$ cat src/rtl/sample_readout_ctrl_pkg.sv
// rtl/sample_readout_ctrl_pkg.sv - shared state encoding and default sizing for the readout sequencer
package sample_readout_ctrl_pkg;

  typedef enum logic [2:0] {
    S_IDLE   = 3'd0,
    S_WAIT   = 3'd1,
    S_SETTLE = 3'd2,
    S_PUSH   = 3'd3,
    S_DONE   = 3'd4
  } state_e;

  localparam int NCH_DEF    = 8;
  localparam int CH_W_DEF   = 3;
  localparam int DW_DEF     = 16;
  localparam int SETTLE_DEF = 4;

endpackage

$ cat src/rtl/sample_readout_ctrl_if.sv
// rtl/sample_readout_ctrl_if.sv - tagged sample word handshake toward the SDRAM write FIFO
interface sample_readout_ctrl_if #(
  parameter int CH_W = 3,
  parameter int DW   = 16
);
  logic [CH_W-1:0] ch_sel;
  logic [DW-1:0]   wr_data;
  logic            wr_valid;
  logic            wr_ready;

  modport master (output ch_sel, output wr_data, output wr_valid, input wr_ready);
  modport slave  (input ch_sel, input wr_data, input wr_valid, output wr_ready);
endinterface

$ cat src/rtl/sample_readout_ctrl_rise_detect.sv
// rtl/sample_readout_ctrl_rise_detect.sv - single-bit rising edge detector, history cleared by reset
module rise_detect (
  input  logic clk,
  input  logic rst,
  input  logic i_d,
  output logic o_rise
);
  logic r_q;

  always_ff @(posedge clk) begin
    if (rst) r_q <= 1'b0;
    else     r_q <= i_d;
  end

  assign o_rise = i_d & ~r_q;
endmodule

$ cat src/rtl/sample_readout_ctrl.sv
// rtl/sample_readout_ctrl.sv - per-strobe multi-channel readout frame sequencer
// Steps the mux, waits the settle time, captures each channel and pushes it to the FIFO.
module sample_readout_ctrl
  import sample_readout_ctrl_pkg::*;
#(
  parameter int NCH    = NCH_DEF,
  parameter int CH_W   = CH_W_DEF,
  parameter int DW     = DW_DEF,
  parameter int SETTLE = SETTLE_DEF
) (
  input  logic                  clk,
  input  logic                  clk_rst,
  input  logic                  enable,
  input  logic [31:0]           frame_limit,
  input  logic                  tick,
  input  logic [DW-1:0]         adc_data,
  output logic [31:0]           frame_cnt,
  output logic                  busy,
  output logic                  overrun,
  output logic                  done,
  sample_readout_ctrl_if.master wr_if
);
  localparam int SET_W = (SETTLE > 1) ? $clog2(SETTLE) : 1;
  localparam logic [SET_W-1:0] SETTLE_LOAD = SET_W'(SETTLE - 1);
  localparam logic [CH_W-1:0]  CH_LAST     = CH_W'(NCH - 1);

  state_e            r_state, w_state_nxt;
  logic [SET_W-1:0]  r_settle_cnt, w_settle_nxt;
  logic [CH_W-1:0]   r_ch_sel, w_ch_nxt;
  logic [DW-1:0]     r_wr_data, w_data_nxt;
  logic              r_wr_valid, w_valid_nxt;
  logic [31:0]       r_frame_cnt, w_fcnt_nxt, w_fcnt_inc;
  logic              r_overrun, w_ovr_nxt;
  logic              r_done, w_done_nxt;
  logic              w_tick_e, w_en_e, w_hs;

  rise_detect u_tick_rise (.clk(clk), .rst(clk_rst), .i_d(tick),   .o_rise(w_tick_e));
  rise_detect u_en_rise   (.clk(clk), .rst(clk_rst), .i_d(enable), .o_rise(w_en_e));

  assign w_hs       = r_wr_valid & wr_if.wr_ready;
  assign w_fcnt_inc = (r_frame_cnt == 32'hFFFF_FFFF) ? r_frame_cnt : r_frame_cnt + 32'd1;

  always_ff @(posedge clk) begin
    if (clk_rst) begin
      r_state      <= S_IDLE;
      r_settle_cnt <= '0;
      r_ch_sel     <= '0;
      r_wr_data    <= '0;
      r_wr_valid   <= 1'b0;
      r_frame_cnt  <= '0;
      r_overrun    <= 1'b0;
      r_done       <= 1'b0;
    end else begin
      r_state      <= w_state_nxt;
      r_settle_cnt <= w_settle_nxt;
      r_ch_sel     <= w_ch_nxt;
      r_wr_data    <= w_data_nxt;
      r_wr_valid   <= w_valid_nxt;
      r_frame_cnt  <= w_fcnt_nxt;
      r_overrun    <= w_ovr_nxt;
      r_done       <= w_done_nxt;
    end
  end

  always_comb begin
    w_state_nxt  = r_state;
    w_settle_nxt = r_settle_cnt;
    w_ch_nxt     = r_ch_sel;
    w_data_nxt   = r_wr_data;
    w_valid_nxt  = r_wr_valid;
    w_fcnt_nxt   = r_frame_cnt;
    w_ovr_nxt    = r_overrun;
    w_done_nxt   = r_done;
    case (r_state)
      S_IDLE: begin
        if (w_en_e) begin
          w_fcnt_nxt  = '0;
          w_ovr_nxt   = 1'b0;
          w_done_nxt  = 1'b0;
          w_state_nxt = S_WAIT;
        end
      end
      S_WAIT: begin
        if (!enable) begin
          w_ch_nxt    = '0;
          w_valid_nxt = 1'b0;
          w_state_nxt = S_IDLE;
        end else if (w_tick_e) begin
          w_ch_nxt     = '0;
          w_settle_nxt = SETTLE_LOAD;
          w_state_nxt  = S_SETTLE;
        end
      end
      S_SETTLE: begin
        if (w_tick_e) w_ovr_nxt = 1'b1;
        if (!enable) begin
          w_ch_nxt    = '0;
          w_valid_nxt = 1'b0;
          w_state_nxt = S_IDLE;
        end else if (r_settle_cnt == '0) begin
          w_data_nxt  = adc_data;
          w_valid_nxt = 1'b1;
          w_state_nxt = S_PUSH;
        end else begin
          w_settle_nxt = r_settle_cnt - 1'b1;
        end
      end
      S_PUSH: begin
        if (w_tick_e) w_ovr_nxt = 1'b1;
        // the offered word is never withdrawn: abort only takes effect on its handshake
        if (w_hs) begin
          w_valid_nxt = 1'b0;
          if (!enable) begin
            w_ch_nxt    = '0;
            w_state_nxt = S_IDLE;
          end else if (r_ch_sel != CH_LAST) begin
            w_ch_nxt     = r_ch_sel + 1'b1;
            w_settle_nxt = SETTLE_LOAD;
            w_state_nxt  = S_SETTLE;
          end else begin
            w_fcnt_nxt = w_fcnt_inc;
            w_ch_nxt   = '0;
            if (frame_limit != 32'd0 && w_fcnt_inc == frame_limit) begin
              w_done_nxt  = 1'b1;
              w_state_nxt = S_DONE;
            end else begin
              w_state_nxt = S_WAIT;
            end
          end
        end
      end
      S_DONE: begin
        if (!enable) w_state_nxt = S_IDLE;
      end
      default: w_state_nxt = S_IDLE;
    endcase
  end

  assign wr_if.ch_sel   = r_ch_sel;
  assign wr_if.wr_data  = r_wr_data;
  assign wr_if.wr_valid = r_wr_valid;
  assign frame_cnt      = r_frame_cnt;
  assign busy           = (r_state == S_SETTLE) || (r_state == S_PUSH);
  assign overrun        = r_overrun;
  assign done           = r_done;
endmodule

$ cat src/flat_wrapper.sv
// flat-port wrapper written by rule: the top's interface ports become plain ports
module sample_readout_ctrl_flat import sample_readout_ctrl_pkg::*;
#(
  parameter int NCH    = NCH_DEF,
  parameter int CH_W   = CH_W_DEF,
  parameter int DW     = DW_DEF,
  parameter int SETTLE = SETTLE_DEF
)
  (clk, clk_rst, enable, frame_limit, tick, adc_data, frame_cnt, busy, overrun, done, wr_if_ch_sel, wr_if_wr_data, wr_if_wr_valid, wr_if_wr_ready);
  sample_readout_ctrl_if #(.CH_W(CH_W), .DW(DW)) wr_if_i ();
  input  logic clk;
  input  logic clk_rst;
  input  logic enable;
  input  logic [31:0] frame_limit;
  input  logic tick;
  input  logic [DW-1:0] adc_data;
  output logic [31:0] frame_cnt;
  output logic busy;
  output logic overrun;
  output logic done;
  output wire logic [$bits(wr_if_i.ch_sel)-1:0] wr_if_ch_sel;
  output wire logic [$bits(wr_if_i.wr_data)-1:0] wr_if_wr_data;
  output wire logic [$bits(wr_if_i.wr_valid)-1:0] wr_if_wr_valid;
  input wire logic [$bits(wr_if_i.wr_ready)-1:0] wr_if_wr_ready;
  assign wr_if_ch_sel = wr_if_i.ch_sel;
  assign wr_if_wr_data = wr_if_i.wr_data;
  assign wr_if_wr_valid = wr_if_i.wr_valid;
  assign wr_if_i.wr_ready = wr_if_wr_ready;
  sample_readout_ctrl #(.NCH(NCH), .CH_W(CH_W), .DW(DW), .SETTLE(SETTLE)) u_core (.clk(clk), .clk_rst(clk_rst), .enable(enable), .frame_limit(frame_limit), .tick(tick), .adc_data(adc_data), .frame_cnt(frame_cnt), .busy(busy), .overrun(overrun), .done(done), .wr_if(wr_if_i));
endmodule
$ cat config.mk
export PLATFORM = sky130hd
export DESIGN_NAME = sample_readout_ctrl_flat
export DESIGN_NICKNAME = d
export VERILOG_FILES = /design/src/rtl/sample_readout_ctrl_pkg.sv /design/src/rtl/sample_readout_ctrl_if.sv /design/src/rtl/sample_readout_ctrl_rise_detect.sv /design/src/rtl/sample_readout_ctrl.sv /design/src/flat_wrapper.sv
export SDC_FILE = /design/constraint.sdc
export NUM_CORES = 1
export LEC_CHECK = 0
export CAP_MARGIN = 0
export CORE_MARGIN = 1
export CORE_UTILIZATION = 40
export DETAILED_ROUTE_END_ITERATION = 10
export PLACE_DENSITY = 0.66
export SLEW_MARGIN = 20
export SYNTH_ARGS = -nofsm -noshare
export SYNTH_HDL_FRONTEND = slang
export SYNTH_SLANG_ARGS = --single-unit
$ cat constraint.sdc
create_clock -name clk -period 3 [get_ports clk]
set_input_delay 0.3 -clock clk [delete_from_list [all_inputs] [get_ports clk]]
set_output_delay 0.3 -clock clk [all_outputs]
set_load 0.02 [all_outputs]
-- Yosys cells after proc, flatten, opt, wreduce, memory -nomap -nowiden
Index checks and enable logic that the tools add are counted.
W data, S select, Z words.
- logic and storage cells: 102
- output and inout bits: 55
- register bits: 61
- bits of input ports: 53
- bitwise operators: 5
- reductions and logical operators: 17
- mux-type cells: 44
- $add $sub $neg: 3
- equal/unequal tests: 23
- operators by type and width (cell ; count):
    $mux W32 ; 5
    $pmux W32 S2 ; 1
    $mux W3 ; 15
    $add A32 B1 Y32 const B ; 1
    $eq A32 B32 Y1 ; 1
    $eq A32 B32 Y1 const B ; 1
    $reduce_bool A32 Y1 ; 1
    $ne A2 B2 Y1 const B ; 10
    $pmux W3 S5 ; 1
    $mux W2 ; 7
    $mux W1 ; 10
    $reduce_and A5 Y1 ; 2
    $pmux W3 S3 ; 1
    $ne A2 B1 Y1 const B ; 4
    $reduce_and A4 Y1 ; 2
    $reduce_and A8 Y1 ; 1
    $eq A3 B2 Y1 const B ; 2
    $ne A3 B3 Y1 const B ; 2
    $pmux W2 S3 ; 1
    $reduce_and A3 Y1 ; 2
    $reduce_and A6 Y1 ; 1
    $pmux W1 S2 ; 2
    $reduce_bool A2 Y1 ; 2
    $add A3 B1 Y3 const B ; 1
    other kinds (13) ; 16

-- Depth between registers and ports, before layout
Gate-level depths: netlist of run 1.
- depth after elaboration: 9
- mapped depth: 13
- depth with buffers taken out: 10

-- Modules after synthesis
A second synthesis of run 1 with hierarchy kept.
- cells, all modules: 609
- area, all modules: 4673.2 um^2
- by module, submodules not included (module ; times used ; cells an instance ; area each (um^2)):
    sample_readout_ctrl ; 1 ; 603 ; 4578.1
    rise_detect ; 2 ; 3 ; 47.5

-- Worst setup path before layout of run 1
Ideal clock, no wire load.
- path type: register to register
- from: register u_core.r_frame_cnt[0], in the netlist u_core.frame_cnt[0]
- to: register u_core.r_done, in the netlist u_core.done
- clock period less this slack: 3.343 ns
- required time: 2.940 ns
- stages on the path, launching flop included: 12
- slack: -0.343 ns
- arrival: 3.283 ns
- setup time: 0.060 ns
- cell sequence: dfxtp_1 > ha_1 > nand4_1 > or4_1 > buf_2 > or4_1 > xnor2_1 > nor4_1 > nand4_1 > or4_4 > nand2b_4 > nand2_1
- longest elaborated chain between the ends: 6
- elaborated cells between the ends (all ways): 7
- classes of those cells: 1 x add/sub; 3 x eq/ne; 1 x mux; 2 x reduce/logical
- ends and longest elaborated chain (item ; line ; text):
    from (decl) ; sample_readout_ctrl.sv:32 ; logic [31:0] r_frame_cnt, w_fcnt_nxt, w_fcnt_inc;
    from (signal assigned) ; sample_readout_ctrl.sv:59 ; r_frame_cnt <= w_fcnt_nxt;
    $add A32 B1 Y32 / $eq A32 B32 Y1 (equally long branches) ; sample_readout_ctrl.sv:41 ; assign w_fcnt_inc = (r_frame_cnt == 32'hFFFF_FFFF) ? r_frame_cnt : r_frame_cnt + 32'd1;
    $mux W32 * ; sample_readout_ctrl.sv:41 ;
    $eq A32 B32 Y1 * ; sample_readout_ctrl.sv:123 ; if (frame_limit != 32'd0 && w_fcnt_inc == frame_limit) begin
    $logic_and A1 B1 Y1 * ; sample_readout_ctrl.sv:123 ;
    $ne A2 B1 Y1 (no line) * ; n/a ;
    $reduce_and A6 Y1 (no line) * ; n/a ;
    to (signal assigned) ; sample_readout_ctrl.sv:61 ; r_done <= w_done_nxt;
    to (decl) ; sample_readout_ctrl.sv:34 ; logic r_done, w_done_nxt;
Every way passes the cells marked *; elsewhere a longest branch is shown, timed or not.
A chain may end at the register's enable or synchronous reset.

-- Final worst setup path of run 1
Same ends and word-level chain as after synthesis.

==> results by group, run 1 <==
Clocking
  – Buffer levels on the longest clock path: 2
  – Clk_lat worst skew: 0.37 ns
  – CTS tree: yes
  – Clk sinks: 61
  – Clock buffer count from CTS: 9
  – H-tree Lvls: 3
  – CTS root buf: clkbuf_8
  – Clock slew at reported path FFs: 0.08 ns

Floorplan
  – Chip height: 105 µm
  – Core area: ~10000 µm²
  – Boundary Pins: 108
  – FP Rows: 37
  – Die width: approximately 100 µm
  – Die area: 10900 µm²
  – Starting density of the core: 0.410

Synthesis
  – Mean post-synth cell area: 7.77 µm²
  – Synthesis Warnings: 0
  – Flops & latches, synth: 61
  – Mapped Cells: around 540
  – Compound-gate portion of the synthesized area: 0.188
  – Synth Area in Adders: 0.0119
  – Multiplexer share of the synthesized area: 0.0455
  – Syn Nets: between 500 and 600
  – Post-synth EDFFs: 0
  – Synthesized-area fraction occupied by xor and xnor cells: 0.104
  – Ys flop type: dfxtp_1
  – Post-Synth Simple-Gate Area: 0.312
  – Post-synth ARST share: 0
  – Seq/Total Area, Yosys: 0.290
  – Largest family of logic cells by synthesized area: simple AND/OR/NAND/NOR gates
  – Count of cell types in the netlist: 57
  – Synth Cell Area: 4210 µm²

Pwr
  – Leak: approximately 0.0023 µW
  – Power Density: 331 nW/µm²
  – Max IR drop VDD: 240 µV

Drt
  – Drt pass-1 iters: 4
  – Detailed-route wire length: 14500 µm
  – Antenna-violating nets left: 0
  – Wire length per cell: 17.4 µm
  – Vias post-DR: ~4700
  – Number of remaining DRC errors: 0
  – DRT iter0 DRCs: 226
  – Vias per inst: 5.67

GRT
  – First-pass GRT wire length: roughly 24000 µm
  – Initial antenna violation count: 0
  – Largest net degree at the start of global routing: 34
  – Vias in the first global route: 4554
  – Grt total ovfl: 0
  – Gr usage total: 0.275

Placed design
  – Dpl cell area: about 6000 µm²
  – Final Wtd Congestion: approximately 0.97
  – I/O Buffers: 107
  – Placed cells: 817
  – Placement Setup Slack: between 0.0002 and 0.00025 ns
  – Hpwl dp: between 10000 and 15000 µm

Timing
  – RSZ-0062 raised after global routing: true
  – Setup TNS: 0 ns
  – Worst clock skew: 0.0174 ns
  – Minimum hold slack: 0.429 ns
  – Post-route clock period utilization: 0.970
  – Final setup fails: 0
  – Slew headroom: 0.545
  – Final min period: 2.91 ns
  – Hold Vio Cnt, Final: 0
  – Slew @ Worst Pin: roughly 0.68 ns
  – Slew Viols, Final: 0
  – Maximum clock rate: 0.344 GHz
  – Final WS setup: 0.0890 ns

Finish
  – Final instance area: just over 6000 µm²
  – Nets: 750
  – Commonest non-fill, non-tap cell in the layout: clkdlybuf4s50_1
  – Diodes inserted: 0
  – Layout cells sized above 1: 0.175
  – Syn-to-layout area delta: 43.7%
  – Non-Filler Instances: 834
  – Most frequent cells in the layout: 106 x clkdlybuf4s50_1, 68 x buf_4, 61 x nor2_1, 53 x a21oi_1, 46 x dfxtp_1

Worst setup path
  – Worst-path fanout max: 5
  – FF-to-FF path depth: 10
  – Crit end category: register
  – Worst reg-to-reg setup slack: between 0.08 and 0.09 ns
  – Setup crit start kind: register
  – Crit path DAT: 3.22 ns
  – Crit path kind: reg -> reg
  – WP data required: 3.31 ns

Min path
  – Hold depth: 2
  – Hold crit path type: in -> reg

Status
  – Outcome: complete, no violations

Run
  – Max-Cap Viols: 0
-- cell usage after synthesis, drive strengths merged (6+ instances only) --
| cell type | number | area, µm² |
|---|---|---|
| dfxtp | 61 | 1220 |
| nor2 | 61 | 229 |
| a21oi | 55 | 279 |
| nand2 | 42 | 158 |
| xnor2 | 38 | 333 |
| o21ai | 30 | 154 |
| clkbuf | 26 | 97.6 |
| nand4 | 20 | 155 |
| mux2i | 18 | 180 |
| nor4 | 16 | 115 |
| nor3 | 14 | 75.1 |
| nand3 | 12 | 72.6 |
| xor2 | 12 | 105 |
| and3 | 11 | 68.8 |
| inv | 10 | 37.5 |
| or4 | 10 | 78.8 |
| a211oi | 9 | 72.6 |
| and4 | 9 | 83.8 |
| buf | 9 | 66.3 |
| and2 | 8 | 50.1 |
| nand3b | 8 | 60.1 |
| nor2b | 7 | 43.8 |
| or3 | 6 | 37.5 |
-- report_power, final --
part | leakage [µW] | total (µW) | internal [µW] | switching [µW]
clock network | 0.0000886 | 709 | 312 | 397
registers | 0.000501 | 853 | 828 | 24.9
logic | 0.00172 | 437 | 197 | 240
total | 0.00231 | 2000 | 1340 | 662
-- kinds of logic (layout without fill, tap and decap cells) --
group                    count (synthesis)  after routing
XOR/XNOR                                50             50
flip-flops                              61             61
buffers and inverters                   45            201
AO/OA/AOI/OAI                          128            128
multiplexers                            19             19
AND/OR/NAND/NOR                        235            235
adder cells (fa/ha/maj)                  4              4
-- area by class of cell --
class	instances	area [µm²]
tap	136	170
sequential	61	1240
multi-input combinational	436	2840
clock buffer	9	124
clock inverter	7	57.6
inverter	10	37.5
timing repair buffer	175	1580
fill	1003	4230
-- repair_timing --
item	in CTS	in global routing
pin swaps	0	2
hold buffers	0	0
gates resized for setup	1	4
buffers inserted	0	1
setup endpoints to repair	2	3
-- state kept, by name, summed over array words and instances (netlist names) --
register / flops
u_core.frame_cnt: 32
u_core.u_tick_rise.r_q: 1
u_core.r_settle_cnt: 2
u_core.wr_if.wr_valid: 1
u_core.u_en_rise.r_q: 1
u_core.wr_if.ch_sel: 3
u_core.overrun: 1
u_core.wr_if.wr_data: 16
u_core.done: 1
u_core.r_state: 3
-- path summary, 6_finish.rpt --
path                               startpoint                               endpoint
max reg2reg  u_core.frame_cnt[0]$_SDFFE_PP0P_               u_core.done$_SDFFE_PP0P_
max          u_core.frame_cnt[0]$_SDFFE_PP0P_               u_core.done$_SDFFE_PP0P_
min reg2reg       u_core.overrun$_SDFFE_PP0P_            u_core.overrun$_SDFFE_PP0P_
min                                   clk_rst  u_core.wr_if.wr_data[13]$_SDFFE_PP0P_
-- metrics by stage --
stage | util | total power (µW)
after floorplan | - | 1110
final | 0.588 | 2000
after CTS | 0.586 | 2020
after global placement | 0.568 | 1300
after detailed placement | 0.568 | 1300
after global routing | 0.588 | 2110
-- layer usage --
| layer | vias to the layer above | track usage | wire length, µm |
|---|---|---|---|
| met2 | 191 | 0.455 | 6960 |
| met5 | - | 0 | 0 |
| met1 | 2224 | 0.341 | 6120 |
| met4 | 0 | 0.135 | 384 |
| li1 | 2289 | - | - |
| met3 | 28 | 0.0555 | 1080 |
-- worst max-delay path, stage by stage, from the launching register on --
cell and delay [ns]:
dfxtp_4 0.36, ha_4 0.14, nand4_1 0.14, or4_4 0.49, or4_4 0.51, xnor2_1 0.14
nor4_1 0.24, nand4_1 0.12, or4_4 0.50, nand2b_4 0.16, nand2_1 0.06
(Power assumes the default switching activity.)
==> inputs of run 2 (changes only) <==
- CTS_CLUSTER_SIZE: not set -> 20
==> results of run 2 <==
Same layout as run 1: the final DEF is identical, and so are final timing and power.
==> inputs of run 3 (changes only) <==
- GPL_ROUTABILITY_DRIVEN: not set -> 0
==> results by group, run 3 (synthesis results as in run 1) <==
Status
  – Outcome: complete, but fails checks
  – Failing checks: negative setup slack

GRT
  – Vias in the first global route: 4597 (+0.94%)
  – First-pass GRT wire length: 22700 µm (-4.0%)
  – Grt total ovfl: 0 (unchanged)
  – Largest net degree at the start of global routing: 34 (unchanged)
  – Initial antenna violation count: 0 (unchanged)
  – Gr usage total: 0.258 (-0.0169)

Timing
  – Post-route clock period utilization: 1.01 (+0.0368)
  – Maximum clock rate: 0.331 GHz (-3.7%)
  – Final WS setup: -0.0214 ns (-0.110 ns)
  – Worst clock skew: 0.0118 ns (-0.00559 ns)
  – Final min period: 3.02 ns (+0.110 ns)
  – Hold Vio Cnt, Final: 0 (unchanged)
  – Slew @ Worst Pin: 0.683 ns (-0.000619 ns)
  – Setup TNS: -0.0400 ns (-0.0400 ns)
  – Slew Viols, Final: 0 (unchanged)
  – Slew headroom: 0.545 (about the same)
  – RSZ-0062 raised after global routing: true
  – Final setup fails: 3 (+3)

Floorplan
  – Boundary Pins: 108 (unchanged)
  – Core area: 10300 µm² (unchanged)
  – Die area: 10900 µm² (unchanged)
  – FP Rows: 37 (unchanged)
  – Chip height: 105 µm (unchanged)
  – Die width: 105 µm (unchanged)
  – Starting density of the core: 0.410 (unchanged)

Worst setup path
  – Setup crit start kind: register
  – Worst-path fanout max: 5 (unchanged)
  – CP Cell Sequence: ha_4 > nand4_1 > buf_4 > nor4_4 > buf_4 > buf_6 > a211o_1 > xnor2_2 > nand4_1 > or4_4 > or4_4 > nand2b_4 > o21ai_2
  – Crit end category: register
  – Crit path DAT: 3.30 ns (+0.08 ns)
  – Slowest stage cell on the critical path: or4_4
  – WP data required: 3.28 ns (-0.03 ns)
  – Crit path kind: reg -> reg
  – Slowest cell delay on critical path: 0.55 ns (+0.04 ns)

Placed design
  – Placed cells: 812 (-0.61%)
  – Hpwl dp: 10300 µm (-7.1%)
  – I/O Buffers: 107 (unchanged)
  – Dpl cell area: 5800 µm² (-0.64%)

Drt
  – Antenna-violating nets left: 0 (unchanged)
  – DRT iter0 DRCs: 228 (+0.88%)
  – Detailed-route wire length: 13900 µm (-4.7%)
  – Vias post-DR: 4739 (+0.15%)
  – Number of remaining DRC errors: 0 (unchanged)
  – Wire length per cell: 16.6 µm (-4.8%)
  – Vias per inst: 5.68 (about the same)
  – Drt pass-1 iters: 5 (+1)

Clocking
  – Clk_lat worst skew: 0.35 ns (-0.02 ns)
  – CTS tree: yes
  – CTS root buf: clkbuf_8
  – Buffer levels on the longest clock path: 2 (unchanged)
  – Clock buffer count from CTS: 9 (unchanged)
  – H-tree Lvls: 3 (unchanged)
  – Clock slew at reported path FFs: 0.08 ns (about the same)
  – Clk sinks: 61 (unchanged)
  – Hold buffers post-CTS: 0 (unchanged)

Pwr
  – Reg power frac: 0.425 (-0.002)
  – Switching part of the total: 0.312 (-0.0187)
  – Internal power: 1370 µW (+2.6%)
  – Sw Pwr: 623 µW (-5.8%)
  – Power Density: 328 nW/µm² (-0.84%)
  – Overall Power: 2000 µW (-0.16%)
  – Clock power frac: 0.352 (-0.002)
  – Combinational power share: 0.223 (+0.004)
  – Max IR drop VDD: 373 µV (+55%)
  – Leak: 0.00233 µW (+1.1%)

Finish
  – Most frequent cells in the layout: 106 x clkdlybuf4s50_1, 68 x buf_4, 61 x nor2_1, 53 x a21oi_1, 46 x dfxtp_1
  – Diodes inserted: 0 (unchanged)
  – Non-Filler Instances: 835 (+0.12%)
  – Syn-to-layout area delta: 44.6%
  – Nets: 751 (+0.13%)
  – Commonest non-fill, non-tap cell in the layout: clkdlybuf4s50_1
  – Layout cells sized above 1: 0.182 (+0.00690)
  – Final instance area: 6090 µm² (+0.68%)
  – Final Util: 0.592 (+0.00402)
  – Flip-flop count of the largest register after layout: 32 (unchanged)

Min path
  – Hold crit path type: in -> reg

Run
  – Max-Cap Viols: 0 (unchanged)
## run 3: cell count changes in the layout (fill, tap and decap cells not counted), sizes merged
cell and change:
clkinvlp -2, clkinv +3, buf +1, clkbuf +2
inv -3
## run 3: area by class of cell
| type | count | area, µm² |
|---|---|---|
| Fill cell | 987 | 4190 |
| Multi-Input combinational cell | 436 | 2860 |
| Timing Repair Buffer | 176 | 1590 |
| Sequential cell | 61 | 1240 |
| Tap cell | 136 | 170 |
| Clock buffer | 11 | 151 |
| Inverter | 10 | 37.5 |
| Clock inverter | 5 | 33.8 |
## run 3: worst paths after layout
kind / to / slack (ns) / from / cells past startpoint
worst max-delay path: u_core.r_state[2]$_SDFFE_PP0P_ / -0.02 / u_core.frame_cnt[1]$_SDFFE_PP0P_ / 13
worst min-delay path: u_core.u_en_rise.r_q$_SDFF_PP0_ / 0.43 / clk_rst / 2
worst max register to register: u_core.r_state[2]$_SDFFE_PP0P_ / -0.02 / u_core.frame_cnt[1]$_SDFFE_PP0P_ / 13
worst min register to register: u_core.r_settle_cnt[0]$_SDFFE_PP0P_ / 0.47 / u_core.r_settle_cnt[0]$_SDFFE_PP0P_ / 1
## run 3: power by group through the flow
stage          clock network [µW]  registers (µW)  logic [µW]
3_5_place_dp                    0             866         436
5_1_grt                       756             852         485
4_1_cts                       719             848         441
6_report                      703             848         444
2_1_floorplan                   0             870         243
3_3_place_gp                    0             865         433
## run 3: what timing repair did
item                       in CTS  in global routing
pin swaps                       1                  3
resized for setup               5                  6
setup endpoints to repair       3                  3
setup buffers                   3                  4
## run 3: routing by layer
layer / vias up / track usage / routed length, µm
met5: - / 0 / 0
met1: 2175 / 0.325 / 5930
met4: 0 / 0.135 / 520
li1: 2284 / - / -
met2: 233 / 0.417 / 6360
met3: 47 / 0.0518 / 1050
## run 3: stage by stage
stage          worst slack (ns)  hold WS, ns
2_1_floorplan           -0.0181        0.428
3_3_place_gp             0.0135        0.451
3_5_place_dp            -0.0976        0.460
4_1_cts                 0.00312        0.425
5_1_grt                  -0.131        0.460
6_report                -0.0214        0.431
## run 3: worst max-delay path, delay by kind of cell (launching register included)
| kind | cells | cell delay, ns |
|---|---|---|
| AND/OR/NAND/NOR | 6 | 1.60 |
| buffers and inverters | 3 | 0.48 |
| flip-flops | 1 | 0.36 |
| AO/OA/AOI/OAI | 2 | 0.22 |
| XOR/XNOR | 1 | 0.14 |
| adder cells (fa/ha/maj) | 1 | 0.12 |
